===== src/rtl/rat_sseg_port_if.sv =====
// MCU output-bus bundle for the seven-segment port: strobed writes in, display drive out.
interface rat_sseg_port_if;
  logic [7:0] PORT_ID;
  logic [7:0] OUT_PORT;
  logic       IO_STRB;
  logic [7:0] SEGMENTS;
  logic [3:0] ANODES;

  modport master (
    output PORT_ID, OUT_PORT, IO_STRB,
    input  SEGMENTS, ANODES
  );

  modport slave (
    input  PORT_ID, OUT_PORT, IO_STRB,
    output SEGMENTS, ANODES
  );
endinterface


===== src/rtl/rat_sseg_port.sv =====
// RAT MCU output peripheral: latches a 16-bit hex value and control byte from OUT writes
// and scans them onto a 4-digit common-anode display with blanking and decimal points.
module rat_sseg_port #(
  parameter logic [7:0]  PORT_LO     = 8'h81,
  parameter logic [7:0]  PORT_HI     = 8'h82,
  parameter logic [7:0]  PORT_CTRL   = 8'h83,
  parameter int unsigned REFRESH_DIV = 50000
) (
  input  logic            CLK,
  input  logic            RESET,
  rat_sseg_port_if.slave  bus
);

  localparam int unsigned CNT_W   = $clog2(REFRESH_DIV);
  localparam logic [CNT_W-1:0] CNT_MAX = CNT_W'(REFRESH_DIV - 1);

  logic [15:0]      r_val;
  logic [7:0]       r_ctrl;
  logic [CNT_W-1:0] r_cnt;
  logic [1:0]       r_dig;
  logic [3:0]       r_an;
  logic [7:0]       r_seg;

  logic [3:0] w_nib;
  logic [7:0] w_hex;
  logic       w_dp;
  logic       w_upper_zero;
  logic       w_blank;
  logic [3:0] w_an_next;
  logic [7:0] w_seg_next;

  // Strobed register writes from the MCU
  always_ff @(posedge CLK or posedge RESET) begin
    if (RESET) begin
      r_val  <= 16'h0000;
      r_ctrl <= 8'h01;
    end else if (bus.IO_STRB) begin
      if (bus.PORT_ID == PORT_LO) begin
        r_val[7:0] <= bus.OUT_PORT;
      end else if (bus.PORT_ID == PORT_HI) begin
        r_val[15:8] <= bus.OUT_PORT;
      end else if (bus.PORT_ID == PORT_CTRL) begin
        r_ctrl <= bus.OUT_PORT;
      end
    end
  end

  // Refresh timer and digit scan; free-runs regardless of the enable bit
  always_ff @(posedge CLK or posedge RESET) begin
    if (RESET) begin
      r_cnt <= '0;
      r_dig <= 2'd0;
    end else if (r_cnt == CNT_MAX) begin
      r_cnt <= '0;
      r_dig <= r_dig + 2'd1;
    end else begin
      r_cnt <= r_cnt + CNT_W'(1);
    end
  end

  // Select and decode the active digit
  always_comb begin
    w_nib = r_val[{r_dig, 2'b00} +: 4];
    w_dp  = r_ctrl[3'd2 + 3'(r_dig)];

    case (w_nib)
      4'h0:    w_hex = 8'hC0;
      4'h1:    w_hex = 8'hF9;
      4'h2:    w_hex = 8'hA4;
      4'h3:    w_hex = 8'hB0;
      4'h4:    w_hex = 8'h99;
      4'h5:    w_hex = 8'h92;
      4'h6:    w_hex = 8'h82;
      4'h7:    w_hex = 8'hF8;
      4'h8:    w_hex = 8'h80;
      4'h9:    w_hex = 8'h90;
      4'hA:    w_hex = 8'h88;
      4'hB:    w_hex = 8'h83;
      4'hC:    w_hex = 8'hC6;
      4'hD:    w_hex = 8'hA1;
      4'hE:    w_hex = 8'h86;
      default: w_hex = 8'h8E;
    endcase

    // Digit 0 never qualifies, so it is never blanked
    case (r_dig)
      2'd1:    w_upper_zero = (r_val[15:4]  == 12'h000);
      2'd2:    w_upper_zero = (r_val[15:8]  == 8'h00);
      2'd3:    w_upper_zero = (r_val[15:12] == 4'h0);
      default: w_upper_zero = 1'b0;
    endcase

    w_blank = r_ctrl[1] && w_upper_zero && !w_dp;
  end

  // Next display drive; disabled or blanked digits turn everything off
  always_comb begin
    w_an_next  = ~(4'b0001 << r_dig);
    w_seg_next = {w_hex[7] & ~w_dp, w_hex[6:0]};
    if (!r_ctrl[0] || w_blank) begin
      w_an_next  = 4'b1111;
      w_seg_next = 8'hFF;
    end
  end

  // Registered outputs keep the pins glitch-free
  always_ff @(posedge CLK or posedge RESET) begin
    if (RESET) begin
      r_an  <= 4'b1110;
      r_seg <= 8'hC0;
    end else begin
      r_an  <= w_an_next;
      r_seg <= w_seg_next;
    end
  end

  assign bus.ANODES   = r_an;
  assign bus.SEGMENTS = r_seg;

endmodule


===== src/flat_wrapper.sv =====
// flat-port wrapper written by rule: the top's interface ports become plain ports
module rat_sseg_port_flat 
#(
  parameter logic [7:0]  PORT_LO     = 8'h81,
  parameter logic [7:0]  PORT_HI     = 8'h82,
  parameter logic [7:0]  PORT_CTRL   = 8'h83,
  parameter int unsigned REFRESH_DIV = 50000
)
  (CLK, RESET, bus_PORT_ID, bus_OUT_PORT, bus_IO_STRB, bus_SEGMENTS, bus_ANODES);
  rat_sseg_port_if bus_i ();
  input  logic CLK;
  input  logic RESET;
  input wire logic [$bits(bus_i.PORT_ID)-1:0] bus_PORT_ID;
  input wire logic [$bits(bus_i.OUT_PORT)-1:0] bus_OUT_PORT;
  input wire logic [$bits(bus_i.IO_STRB)-1:0] bus_IO_STRB;
  output wire logic [$bits(bus_i.SEGMENTS)-1:0] bus_SEGMENTS;
  output wire logic [$bits(bus_i.ANODES)-1:0] bus_ANODES;
  assign bus_i.PORT_ID = bus_PORT_ID;
  assign bus_i.OUT_PORT = bus_OUT_PORT;
  assign bus_i.IO_STRB = bus_IO_STRB;
  assign bus_SEGMENTS = bus_i.SEGMENTS;
  assign bus_ANODES = bus_i.ANODES;
  rat_sseg_port #(.PORT_LO(PORT_LO), .PORT_HI(PORT_HI), .PORT_CTRL(PORT_CTRL), .REFRESH_DIV(REFRESH_DIV)) u_core (.CLK(CLK), .RESET(RESET), .bus(bus_i));
endmodule

===== config.mk =====
export PLATFORM = sky130hd
export DESIGN_NAME = rat_sseg_port_flat
export DESIGN_NICKNAME = d
export VERILOG_FILES = /design/src/rtl/rat_sseg_port_if.sv /design/src/rtl/rat_sseg_port.sv /design/src/flat_wrapper.sv
export SDC_FILE = /design/constraint.sdc
export NUM_CORES = 1
export LEC_CHECK = 0
export CELL_PAD_IN_SITES_DETAIL_PLACEMENT = 0
export CELL_PAD_IN_SITES_GLOBAL_PLACEMENT = 2
export CORE_ASPECT_RATIO = 2
export CORE_MARGIN = 4
export CORE_UTILIZATION = 40
export DETAILED_ROUTE_END_ITERATION = 8
export PLACE_DENSITY_LB_ADDON = 0.1
export SYNTH_ARGS = -nofsm -noshare
export SYNTH_HDL_FRONTEND = slang
export SYNTH_SLANG_ARGS = --single-unit

===== constraint.sdc =====
create_clock -name CLK -period 5.1 [get_ports CLK]
set_clock_uncertainty 0.1 [all_clocks]
set_input_delay 1.53 -clock CLK [delete_from_list [all_inputs] [get_ports CLK]]
set_output_delay 1.53 -clock CLK [all_outputs]
set_load 0.01 [all_outputs]

==> impl_metrics.json, run 1 <==
{
  "h-tree-depth": 2,
  "power_density_nw_per_um2": 287,
  "num-nets-final": 262,
  "drtIter0Drc": 72,
  "cts.hold.buffers_added": 0,
  "io_pins": 31,
  "yosysWarnings": 0,
  "grt_pass1_vias": 1799,
  "worstSetupPathType": "input port to register",
  "min_path_cells": 1,
  "critPathCaptureType": "register",
  "vias": 1624,
  "syn-mean-instance-area_um2": 12.7,
  "synth_common_cells": "46 x dfrtp_1, 24 x mux2_2, 13 x nand2_1, 13 x nor2_1, 12 x ha_1",
  "die_width_um": 64.3,
  "gr-total-overflow": 0,
  "timing.fmax_mhz": 318,
  "p_leak_nw": 1.34,
  "syn-num-nets": 230,
  "dr.pass1.iters": 4,
  "yosys.area.top_type": "dfrtp_1",
  "synthToLayoutAreaGrowth_pct": 21.5,
  "outcome": "finished, final reports clean",
  "die_area_um2": 7750,
  "vias_per_cell": 5.14,
  "vdd_ir_drop_max_v": 0.000195,
  "ys_seq_elements": 52,
  "portBuffers": 30,
  "async_flop_share": 1.00,
  "cts_buffer_depth": 2,
  "hpwl_mm": 4.30,
  "relSlewSlack": 0.308,
  "cts-resized-gates": 0,
  "cts_root_buf": "clkbuf_16",
  "required_ns": 5.17,
  "cp_max_fo": 8,
  "cts_made_buffers": 5,
  "die_y_um": 121,
  "drv_slew": 0,
  "rsz0062_at_grt": "no",
  "rows": 40,
  "core_um2": 6110,
  "min_period_ns": 3.14,
  "clock-sinks": 52,
  "yosys.area.top_type_share": 0.455,
  "r2r-start": "u_core.r_dig[0]",
  "synth-edff-count": 0,
  "tightest_slew_ns": 1.04,
  "grt_use_total": 0.154,
  "holdPathEnd": "u_core.r_cnt[0]",
  "hold_viol": 0,
  "floorplan.initialDensity": 0.415,
  "cts_tree": "yes",
  "worst-endpoint-arrival_ns": 3.21,
  "antenna_left": 0,
  "grt_start_max_net_pins": 53,
  "gp_congestion": 0.733,
  "drc": 0,
  "post_cts_buffers": 0,
  "ys.flop_type": "dfrtp_1",
  "synth_cells": 199,
  "synth.area.top_cells": "dfrtp_1 45%, mux2_2 11%, dfstp_2 6.2%",
  "post-route-period-util": 0.616,
  "hold_ws_ns": 0.352,
  "min-delay-start": "u_core.r_cnt[0]",
  "tns_ns": 0,
  "routed_wl_mm": 5.45,
  "reg2reg_to": "u_core.bus.SEGMENTS[3]",
  "yosysMostFrequentCell": "dfrtp_1",
  "insertion_delay_ns": 0.29,
  "grt_pass1_wl_mm": 8.91,
  "cap_viol_max_count": 0,
  "hold_path.class": "register to register",
  "reg2reg_slack_ns": 2.57,
  "wl_per_cell_um": 17.2,
  "regArea_um2": 1310,
  "startpoint_type": "input port",
  "syn_area_um2": 2530,
  "ff2ff_path_depth": 6,
  "synth.distinct_cells": 40,
  "antenna_found_initial": 0,
  "n_antenna_cell": 0,
  "yosysSeqAreaShare": 0.517,
  "final_layout_size_suffix_gt1_frac": 0.207,
  "path_clk_slew_ns": 0.07,
  "fillers": 595,
  "finalSetupViolCount": 0,
  "multiInputGateArea_um2": 1140
}
## worst max-delay path, cell delays in order
cell and delay [ns]:
clkdlybuf4s50_1 0.39, or3_1 0.40, nor4_4 0.25, nand3b_2 0.28, mux2_2 0.35
## metal layers
metal	global-route usage	vias to the layer above	routed length [um]
met5	0	-	0
met4	0.0556	0	115
met3	0.0279	7	117
met2	0.327	24	3510
met1	0.132	822	1700
li1	-	771	-
## flip-flops by register name (all words and copies together) (netlist names)
signal / cells
u_core.bus.ANODES: 4
u_core.bus.SEGMENTS: 8
u_core.r_cnt: 16
u_core.r_ctrl: 6
u_core.r_dig: 2
u_core.r_val: 16
## layout by cell type (no fill, tap or decap), drive strengths merged, types with 2 or more instances in the layout
master	count
a21oi	4
and3	2
clkbuf	6
clkdlybuf4s50	30
dfrtp	46
dfstp	6
ha	12
inv	10
mux2	24
mux4	6
nand2	13
nand2b	2
nand3	6
nand3b	2
nand4	4
nor2	13
nor3	3
nor4	5
o211ai	4
o221ai	2
o31ai	2
or4	3
xnor2	6
xor2	7
## final cells by class
cell class | count | share of cell area
repair buffers | 31 | 0.100
well taps | 84 | 0.0341
flip-flops and latches | 52 | 0.425
inverters | 10 | 0.0122
clock buffers | 6 | 0.0451
clock inverters | 2 | 0.0126
multi-input cells | 131 | 0.371
## worst max path at each step
stage                         startpoint  cells after the start               to
final                     bus_PORT_ID[3]                      5  u_core.r_val[3]
after global routing      bus_PORT_ID[3]                      5  u_core.r_val[2]
after CTS                 bus_PORT_ID[3]                      5  u_core.r_val[3]
after detailed placement  bus_PORT_ID[3]                      5  u_core.r_val[7]
after global placement    bus_PORT_ID[3]                      5  u_core.r_val[2]
after floorplan           bus_PORT_ID[3]                      4  u_core.r_val[0]
## where the power goes
part           internal, mW  total [mW]  switching, mW  leakage (nW)
clock                 0.245       0.387          0.141        0.0871
sequential            0.424       0.431        0.00713         0.653
combinational        0.0338      0.0649         0.0311         0.605
total                 0.703       0.883          0.180          1.34
## through the flow
step	instance area (um2)	instances	power, mW	utilization	worst slack [ns]
after floorplan	2530	199	0.471	-	2.19
after CTS	3080	316	0.895	0.504	1.94
final	3080	316	0.883	0.504	1.96
after global placement	2900	308	0.502	0.475	1.69
after global routing	3080	316	0.922	0.504	1.89
after detailed placement	2900	308	0.505	0.475	1.65
## cell families (layout without fill, tap and decap cells)
kind of cell / Yosys count / count (layout) / synth area share
simple gates: 58 / 58 / 0.130
flops: 52 / 52 / 0.517
mux: 31 / 31 / 0.168
compound gates: 17 / 17 / 0.0479
buf+inv: 16 / 49 / 0.0326
xor+xnor: 13 / 13 / 0.0450
fa+ha+maj: 12 / 12 / 0.0593
(Power assumes the default switching activity.)
==> run 2, diff against run 1 <==
- CORE_UTILIZATION: 40 -> 38
- clock period: 5.1 -> 2.9 ns (I/O delays scaled with it)
==> impl_metrics.json, run 2 (synthesized netlist as in run 1, its figures left out) <==
{
  "cts_made_buffers": 5,
  "final_layout_size_suffix_gt1_frac": 0.205,
  "die_y_um": 123,
  "p_leak_nw": 1.34,
  "power_density_nw_per_um2": 472,
  "die_width_um": 65.7,
  "timing.fmax_mhz": 385,
  "gr-total-overflow": 0,
  "cp_max_fo": 8,
  "cts_root_buf": "clkbuf_16",
  "cap_viol_max_count": 0,
  "core_um2": 6410,
  "floorplan.initialDensity": 0.395,
  "fin_ws_ns": 0.301,
  "portBuffers": 30,
  "grt_start_max_net_pins": 20,
  "io_pins": 31,
  "clock-sinks": 52,
  "critPathCaptureType": "register",
  "dr.pass1.iters": 4,
  "finalInstanceArea_um2": 3060,
  "cts_buffer_depth": 2,
  "die_area_um2": 8110,
  "cts-resized-gates": 0,
  "dpl_cell_area_um2": 2920,
  "vias": 1681,
  "antenna_found_initial": 0,
  "vdd_ir_drop_max_v": 0.000333,
  "antenna_left": 0,
  "startpoint_type": "register",
  "worst-endpoint-arrival_ns": 2.65,
  "tns_ns": 0,
  "finalSetupViolCount": 0,
  "routed_wl_mm": 5.71,
  "grt_pass1_vias": 1850,
  "h-tree-depth": 2,
  "cts.hold.buffers_added": 0,
  "required_ns": 2.95,
  "relSlewSlack": 0.700,
  "post-place-ws_ns": 0.0980,
  "hpwl_mm": 4.58,
  "insertion_delay_ns": 0.29,
  "min_period_ns": 2.60,
  "hold_path.class": "register to register",
  "path_clk_slew_ns": 0.06,
  "wl_per_cell_um": 17.9,
  "synthToLayoutAreaGrowth_pct": 20.7,
  "rsz0062_at_grt": "no",
  "post-route-period-util": 0.896,
  "hold_viol": 0,
  "worstSetupPathType": "register to register",
  "drc": 0,
  "vias_per_cell": 5.25,
  "p_total_mw": 1.44,
  "n_antenna_cell": 0,
  "num-nets-final": 264,
  "most-common-layout-cells": "46 x dfrtp_1, 30 x clkdlybuf4s50_1, 24 x mux2_2",
  "drv_slew": 0,
  "rows": 41,
  "grt_pass1_wl_mm": 9.17,
  "outcome": "finished, final reports clean",
  "gp_congestion": 0.739,
  "tightest_slew_ns": 0.450,
  "grt_use_total": 0.157,
  "final_common_cell": "dfrtp_1",
  "cts_tree": "yes",
  "post_cts_buffers": 0,
  "drtIter0Drc": 60
}
-- run 2: path summary, 6_finish.rpt --
check	startpoint	end	slack, ns	depth (start not counted)
max	u_core.r_dig[0]	u_core.bus.SEGMENTS[3]	0.30	6
min	u_core.r_cnt[0]	u_core.r_cnt[0]	0.37	1
max in group asynchronous	RESET	u_core.bus.ANODES[1]	1.28	3
min reg2reg	u_core.r_cnt[0]	u_core.r_cnt[0]	0.37	1
min in group asynchronous	RESET	u_core.r_val[12]	0.78	2
max reg2reg	u_core.r_dig[0]	u_core.bus.SEGMENTS[3]	0.30	6
-- run 2: area by class of cell --
| class | count | area [um2] |
|---|---|---|
| clock buffer | 7 | 133 |
| clock inverter | 1 | 5.00 |
| fill | 606 | 3360 |
| inverter | 10 | 37.5 |
| multi-input combinational | 131 | 1140 |
| sequential | 52 | 1310 |
| tap | 86 | 108 |
| timing repair buffer | 33 | 323 |
-- run 2: per-stage QoR --
| stage | std cells | utilization | hold WS (ns) |
|---|---|---|---|
| floorplan | 199 | - | 0.324 |
| global placement | 312 | 0.455 | 0.348 |
| detailed placement | 312 | 0.455 | 0.365 |
| CTS | 320 | 0.476 | 0.375 |
| global route | 320 | 0.476 | 0.399 |
| finish | 320 | 0.476 | 0.366 |
-- run 2: layer usage --
layer	track usage	routed length, um	up-vias
met1	0.134	1760	851
met4	0.0805	178	0
met2	0.321	3610	37
li1	-	-	779
met5	0	0	-
met3	0.0291	174	14
-- run 2: worst max-delay path: stages (launching register included) --
cell	delay, ns
dfrtp_1	0.57
mux4_1	0.73
inv_1	0.19
ha_1	0.19
inv_1	0.05
mux4_2	0.45
nand2b_1	0.18
-- run 2: power by group --
group | switching (mW) | internal (mW) | leakage (nW)
clock network | 0.245 | 0.319 | 0.0679
logic | 0.0578 | 0.0615 | 0.615
registers | 0.0124 | 0.746 | 0.653
